### src/rtl/mt9d111_pkg.sv
// mt9d111_pkg: shared state encoding and default frame geometry for the MT9D111 frame writer
package mt9d111_pkg;
  localparam int H_PIXELS_DEF = 800;
  localparam int V_LINES_DEF = 600;
  localparam int BYTES_PER_PIXEL_DEF = 4;
  typedef enum logic [1:0] {WAIT_INIT, WAIT_SOF, CAPTURE, HOLD} state_t;
endpackage

### src/rtl/mt9d111_pulse_edge.sv
// mt9d111_pulse_edge: rising-edge detector, one pulse per low-to-high transition
module mt9d111_pulse_edge (
  input  logic aclk,
  input  logic reset,
  input  logic sig_i,
  output logic rise_o
);
  logic sig_q;
  // previous-cycle sample of the input
  always_ff @(posedge aclk or posedge reset)
    if (reset) sig_q <= 1'b0;
    else sig_q <= sig_i;
  assign rise_o = sig_i & ~sig_q;
endmodule

### src/rtl/mt9d111_frame_wr_ctrl.sv
// mt9d111_frame_wr_ctrl: writes camera pixels to a frame buffer; FRAME_OVERRUN_DETECT_EN adds the sticky overrun flag
module mt9d111_frame_wr_ctrl
  import mt9d111_pkg::*;
#(
  parameter int H_PIXELS = H_PIXELS_DEF,
  parameter int V_LINES = V_LINES_DEF,
  parameter int BYTES_PER_PIXEL = BYTES_PER_PIXEL_DEF
) (
  input  logic        aclk,
  input  logic        reset,
  input  logic [31:0] fb_start_address,
  input  logic        init_done,
  input  logic        one_shot_state,
  input  logic        one_shot_trigger,
  input  logic        sof,
  input  logic        pix_valid,
  output logic        wr_en,
  output logic [31:0] wr_addr,
  output logic        frame_done,
  output logic        busy
`ifdef FRAME_OVERRUN_DETECT_EN
  ,
  output logic        overrun
`endif
);
  localparam int TOTAL = H_PIXELS * V_LINES;
  localparam int CW = $clog2(TOTAL + 1);
  state_t state_q, state_d;
  logic [31:0] base_q, base_d;
  logic [CW-1:0] count_q, count_d;
  logic arm_q, arm_d, done_q, done_d, trig_rise, last_pix;
`ifdef FRAME_OVERRUN_DETECT_EN
  logic ov_q, ov_d;
  assign overrun = ov_q;
`endif
  mt9d111_pulse_edge u_trig_edge (
    .aclk  (aclk),
    .reset (reset),
    .sig_i (one_shot_trigger),
    .rise_o(trig_rise)
  );
  assign busy = state_q == CAPTURE;
  assign wr_en = busy & pix_valid;
  assign wr_addr = base_q + 32'(count_q) * 32'(BYTES_PER_PIXEL);
  assign last_pix = wr_en & (count_q == CW'(TOTAL - 1));
  assign frame_done = done_q;
  // state, base, count and arm registers
  always_ff @(posedge aclk or posedge reset)
    if (reset) begin
      state_q <= WAIT_INIT;
      base_q  <= '0;
      count_q <= '0;
      arm_q   <= 1'b0;
      done_q  <= 1'b0;
`ifdef FRAME_OVERRUN_DETECT_EN
      ov_q    <= 1'b0;
`endif
    end else begin
      state_q <= state_d;
      base_q  <= base_d;
      count_q <= count_d;
      arm_q   <= arm_d;
      done_q  <= done_d;
`ifdef FRAME_OVERRUN_DETECT_EN
      ov_q    <= ov_d;
`endif
    end
  // next state; a frame-completing pixel takes priority over a coincident sof
  always_comb begin
    state_d = state_q;
    base_d = base_q;
    count_d = count_q;
    done_d = 1'b0;
    arm_d = arm_q | (trig_rise & (state_q != WAIT_INIT));
`ifdef FRAME_OVERRUN_DETECT_EN
    ov_d = ov_q;
`endif
    case (state_q)
      WAIT_INIT: state_d = init_done ? WAIT_SOF : WAIT_INIT;
      WAIT_SOF:
        if (sof && (!one_shot_state || arm_q)) begin
          state_d = CAPTURE;
          base_d = fb_start_address;
          count_d = '0;
          arm_d = trig_rise;
        end
      CAPTURE:
        if (last_pix) begin
          done_d = 1'b1;
          count_d = count_q + CW'(1);
          state_d = one_shot_state ? HOLD : WAIT_SOF;
        end else begin
          count_d = pix_valid ? count_q + CW'(1) : count_q;
`ifdef FRAME_OVERRUN_DETECT_EN
          if (sof) begin
            ov_d = 1'b1;
            base_d = fb_start_address;
            count_d = '0;
          end
`endif
        end
      HOLD: state_d = (arm_q || !one_shot_state) ? WAIT_SOF : HOLD;
      default: state_d = WAIT_INIT;
    endcase
  end
endmodule

### config.mk
export PLATFORM = sky130hd
export DESIGN_NAME = mt9d111_frame_wr_ctrl
export DESIGN_NICKNAME = d
export VERILOG_FILES = /design/src/rtl/mt9d111_pkg.sv /design/src/rtl/mt9d111_pulse_edge.sv /design/src/rtl/mt9d111_frame_wr_ctrl.sv
export SDC_FILE = /design/constraint.sdc
export NUM_CORES = 1
export LEC_CHECK = 0
export ABC_AREA = 1
export BUFFER_PORTS_ARGS = -buffer_cell sky130_fd_sc_hd__clkbuf_2
export CAP_MARGIN = 20
export CORE_ASPECT_RATIO = 1.75
export CORE_MARGIN = 2
export CORE_UTILIZATION = 30
export CTS_BUF_LIST = sky130_fd_sc_hd__clkbuf_4 sky130_fd_sc_hd__clkbuf_8
export DETAILED_ROUTE_END_ITERATION = 10
export MAX_ROUTING_LAYER = met4
export PLACE_DENSITY = 0.48
export SLEW_MARGIN = 15
export SYNTH_ARGS = -nofsm -noshare
export SYNTH_HDL_FRONTEND = slang
export SYNTH_SLANG_ARGS = --single-unit
### constraint.sdc
create_clock -name aclk -period 1.85 [get_ports aclk]
set_input_delay 0.185 -clock aclk [delete_from_list [all_inputs] [get_ports aclk]]
set_output_delay 0.185 -clock aclk [all_outputs]
set_load 0.03 [all_outputs]
* After elaboration in Yosys (flattened, before gate mapping)
Cells that the tools add are included.
Storage, ports and cells: bits in registers 56, input port bits 39, output and inout port bits 35, logic and storage cells 44
Cells by class: $add $sub $neg 2, eq/ne operators 7, multiplexer cells 14, bitwise operators 6, reductions and logical operators 9
Operators with widths (number):
- $mux 19 | 3
- $pmux 19 s2 | 1
- $add 32x21->32 | 1
- $add 19x1->19 const B | 1
- $eq 19x19->1 const B | 1
- $mux 2 | 4
- $pmux 2 s4 | 1
- $mux 1 | 5
- $and 1x1->1 | 4
- $eq 2x2->1 const B | 2
- $reduce_and 2->1 | 2
- $reduce_bool 2->1 | 2
- $ne 3x2->1 const B | 1
- $reduce_and 3->1 | 1
- $eq 2x1->1 const B | 1
- $logic_not 2->1 | 1
- $ne 2x1->1 const B | 1
- $ne 2x2->1 const B | 1
- $logic_and 1x1->1 | 1
- $logic_not 1->1 | 1
- $logic_or 1x1->1 | 1
- $not 1->1 | 1
- $or 1x1->1 | 1

* Longest topological paths before layout
depth in word-level cells 6, depth in mapped cells 12, depth with buffers taken out 12

* By module
Synthesis repeated with hierarchy kept, for this count alone.
Unflattened totals: cells, all modules 690, area, all modules 4336.7 um2
By module, submodules not included:
- mt9d111_frame_wr_ctrl | instances 1, cells each 686, area an instance 4297.9 um2, seq. area each 1376.3 um2
- mt9d111_pulse_edge | instances 1, cells each 4, area an instance 38.8 um2, seq. area each 25.0 um2

* Worst setup path before layout
OpenSTA, ideal clock, no wires.
kind reg-to-output, start point register count_q[0], end point output wr_addr[18], data arrival time 2.013 ns, data required time 1.665 ns, setup slack -0.348 ns, cell stages (with the launch flop) 11, path buffers 0, cell sequence dfrtp_1 -> ha_1 -> inv_1 -> fa_1 -> inv_1 -> nand3_1 -> nand3_1 -> nand2_1 -> nand2_1 -> a21oi_1 -> xnor2_1
Between the ends: word-level cells in the longest chain between the ends 1
Ends and longest elaborated chain:
- start: declaration | RTL line mt9d111_frame_wr_ctrl.sv:30 | logic [CW-1:0] count_q, count_d;
- start signal: assignment | RTL line mt9d111_frame_wr_ctrl.sv:61 | count_q <= count_d;
- $add 32x21->32 | RTL line mt9d111_frame_wr_ctrl.sv:44 | assign wr_addr = base_q + 32'(count_q) * 32'(BYTES_PER_PIXEL);
- end: declaration | RTL line mt9d111_frame_wr_ctrl.sv:18 | output logic [31:0] wr_addr,
Every way passes these cells.

* Worst setup path after layout
start point register count_q[0], end point output wr_addr[16]
The elaborated chain is that of the path after synthesis.

==> reports/results.tsv <==
metric	value	unit
total power draw	8.99	mW
unrepaired setup endpoints after global routing	yes	
commonest cells in the netlist	nand2_1 (282), inv_1 (106), dfrtp_1 (56), nor2_1 (56), nand3_1 (42)	
maxcap violations	0	
DRT Wirelength	15300	um
Crit. Startpoint	count_q[0]	
final antenna diode count	0	
worst slack, placed	-0.263	ns
Die Span X	94.9	um
post-route antenna net violation count	0	
Hold Fails Final Rpt	0	
1st-pass router iterations	4	
antenna violations before repair	0	
mapped cell area	0.00434	mm^2
core area	0.0142	mm^2
R2R depth	9	
crit-path max FO	4	
outcome	complete, but fails checks	
relative slew slack	0.763	
cell family with most CP delay	adder cells	
hold path depth	3	
CP endpoint kind	output port	
Fmax	0.424	GHz
CTS tree	yes	
Vias	4799	
Worst Tran Pin Value	0.356	ns
Critical Path RT	1.66	ns
Clk Latency, worst-skew pair	0.33	ns
Layout Utilization	0.492	
ys flop type	dfrtp_1	
top cell type's share of synthesized area	0.323	
initial core utilization	0.305	
first-pass GRT wire length	23900	um
Slew Viols, Final	0	
Detail Placement HPWL	11600	um
drc violations	0	
WP depth	12	
Clock Path Buffers	2	
DP Cell Count	1000	
Worst Skew	0.00745	ns
synth unique cells	31	
Final Non-Filler Cells	1037	
FF+latch count, synth	56	
slowest CP cell	dfrtp_1	
CTS sink cnt	56	
WP data arrival	2.17	ns
fillers	1447	
Avg Cell Area, Syn	6.30	um^2
Tot GR Track Use	0.208	
Post-Synthesis Cells	689	
GR Overflow Total	0	
IO buf count	73	
number of flops mapped to enable cells by yosys	0	
Clk pin slew, worst setup/hold paths	0.12	ns
synthesis-to-finish area growth	61.4	%
Ports	74	
most common cell in the netlist	nand2_1	
post-synth top area cell	dfrtp_1	
H-tree depth	2	
setup violators final	28	
reg-to-reg startpoint	count_q[4]	
die footprint	0.0155	mm^2
pin count of the biggest net entering global routing	57	
Nets	916	
CP Cell Sequence	ha_2 > inv_2 > fa_2 > inv_2 > nand3_2 > nand3_4 > nand2_2 > nand2_2 > nand3_2 > a21o_1 > nand2_4 > buf_8	
total CTS buffers	5	
Max stage delay on crit path	0.37	ns
Final GP Congestion	0.919	
Worst Path Buf+Inv	3	
layout cells sized above 1	0.419	
post-layout min period	2.36	ns
Fin Hold WS	0.0401	ns
failing checks	setup timing	
post-synthesis sequential area ratio	0.323	
starting DRC count in detailed routing	212	
Avg WL per Cell	14.7	um
P per Cell Area	1280	mW/mm^2
asr flop ratio synth	1.00	
vias in the first global route	4859	
VDD IR max	0.000676	V
Hold/Removal Path Class	input port to flop	
final worst-path cycle share	1.27	
CP startpoint kind	flop	
Hold Startpoint	fb_start_address[0]	
Critical Setup Path Class	flop to output port	
Die Span Y	163	um
leakage	3.71	nW
Via density	4.63	
Yosys warnings	0	
Synth area leaders	dfrtp_1 (32%), nand2_1 (24%), inv_1 (9.2%)	
root buffer cell	clkbuf_8	
setup slack after layout	-0.508	ns
syn nets	749	
row cnt	58	
==> registers in the layout, indices dropped and copies added, names as in the netlist <==
signal and count:
frame_done 1, u_trig_edge.sig_q 1, count_q 19, arm_q 1, state_q 2, base_q 32
==> cells in the final DEF, fill, tap and decap left out, drive strengths merged <==
master,Yosys,final
a211oi,1,1
a21o,2,2
a21oi,21,21
and2,5,5
buf,8,116
clkbuf,3,58
clkinv,0,2
dfrtp,56,56
dlygate4sd3,0,2
fa,1,1
ha,20,20
inv,109,110
nand2,286,286
nand3,42,42
nand3b,1,1
nand4,11,11
nor2,60,60
nor3,15,15
nor3b,1,1
o21ai,31,31
o21bai,1,1
xnor2,3,3
xor2,12,12
==> worst paths after layout <==
path                                to  slack, ns
min in group asynchronous    base_q[0]       0.43
min                          base_q[0]       0.04
max in group asynchronous   base_q[11]       1.12
max                        wr_addr[16]      -0.51
max reg2reg                count_q[12]       0.15
min reg2reg                  base_q[1]       0.49
==> cell families (layout without fill, tap and decap cells) <==
logic type | Yosys count | count (layout) | synth area share
simple gates | 421 | 421 | 0.404
flops | 56 | 56 | 0.323
compound gates | 56 | 56 | 0.0669
xor+xnor | 15 | 15 | 0.0303
buf+inv | 120 | 288 | 0.113
fa+ha+maj | 21 | 21 | 0.0623
==> final cells by class <==
cell class | count | area (um^2) | share of cell area
Multi-Input combinational cell | 513 | 3410 | 0.487
Timing Repair Buffer | 171 | 1450 | 0.208
Sequential cell | 56 | 1410 | 0.201
Inverter | 109 | 414 | 0.0592
Tap cell | 180 | 225 | 0.0322
Clock buffer | 5 | 68.8 | 0.00983
Clock inverter | 3 | 22.5 | 0.00322
==> worst reg2reg max path: stages (launching register included) <==
cell	delay [ns]
dfrtp_1	0.42
buf_4	0.13
buf_4	0.12
nand2_1	0.10
nor2_4	0.13
nand2_1	0.13
nor2_1	0.19
nand2_1	0.13
nor3_1	0.18
nor2_1	0.07
==> repair_timing <==
item,4_1_cts,5_1_grt
gates cloned,0,0
setup buffers,11,17
endpoints found under the setup margin,29,34
pin swaps,55,49
hold endpoints to repair,57,0
hold buffers,2,0
resized for setup,188,93
==> metal layers <==
layer  track usage  vias to the layer above  part of all wire
li1              -                     2452                 -
met1         0.200                     2232              0.36
met2         0.394                       86              0.57
met3        0.0217                       29             0.023
met4         0.109                        0             0.052
met5             -                        -                 0
==> report_power, final <==
group          switching, mW  internal, mW  total, mW
logic                   3.35          2.79       6.15
registers              0.459          1.63       2.09
clock network          0.480         0.274      0.754
total                   4.29          4.70       8.99
==> per-stage QoR <==
stage / area [um^2] / setup TNS [ns]
6_report: 7000 / -11.01
4_1_cts: 6570 / -11.07
3_3_place_gp: 5500 / -3.77
5_1_grt: 7000 / -14.24
3_5_place_dp: 5500 / -4.27
2_1_floorplan: 4460 / -0.237
No activity file was read; power rests on OpenSTA's default activity.
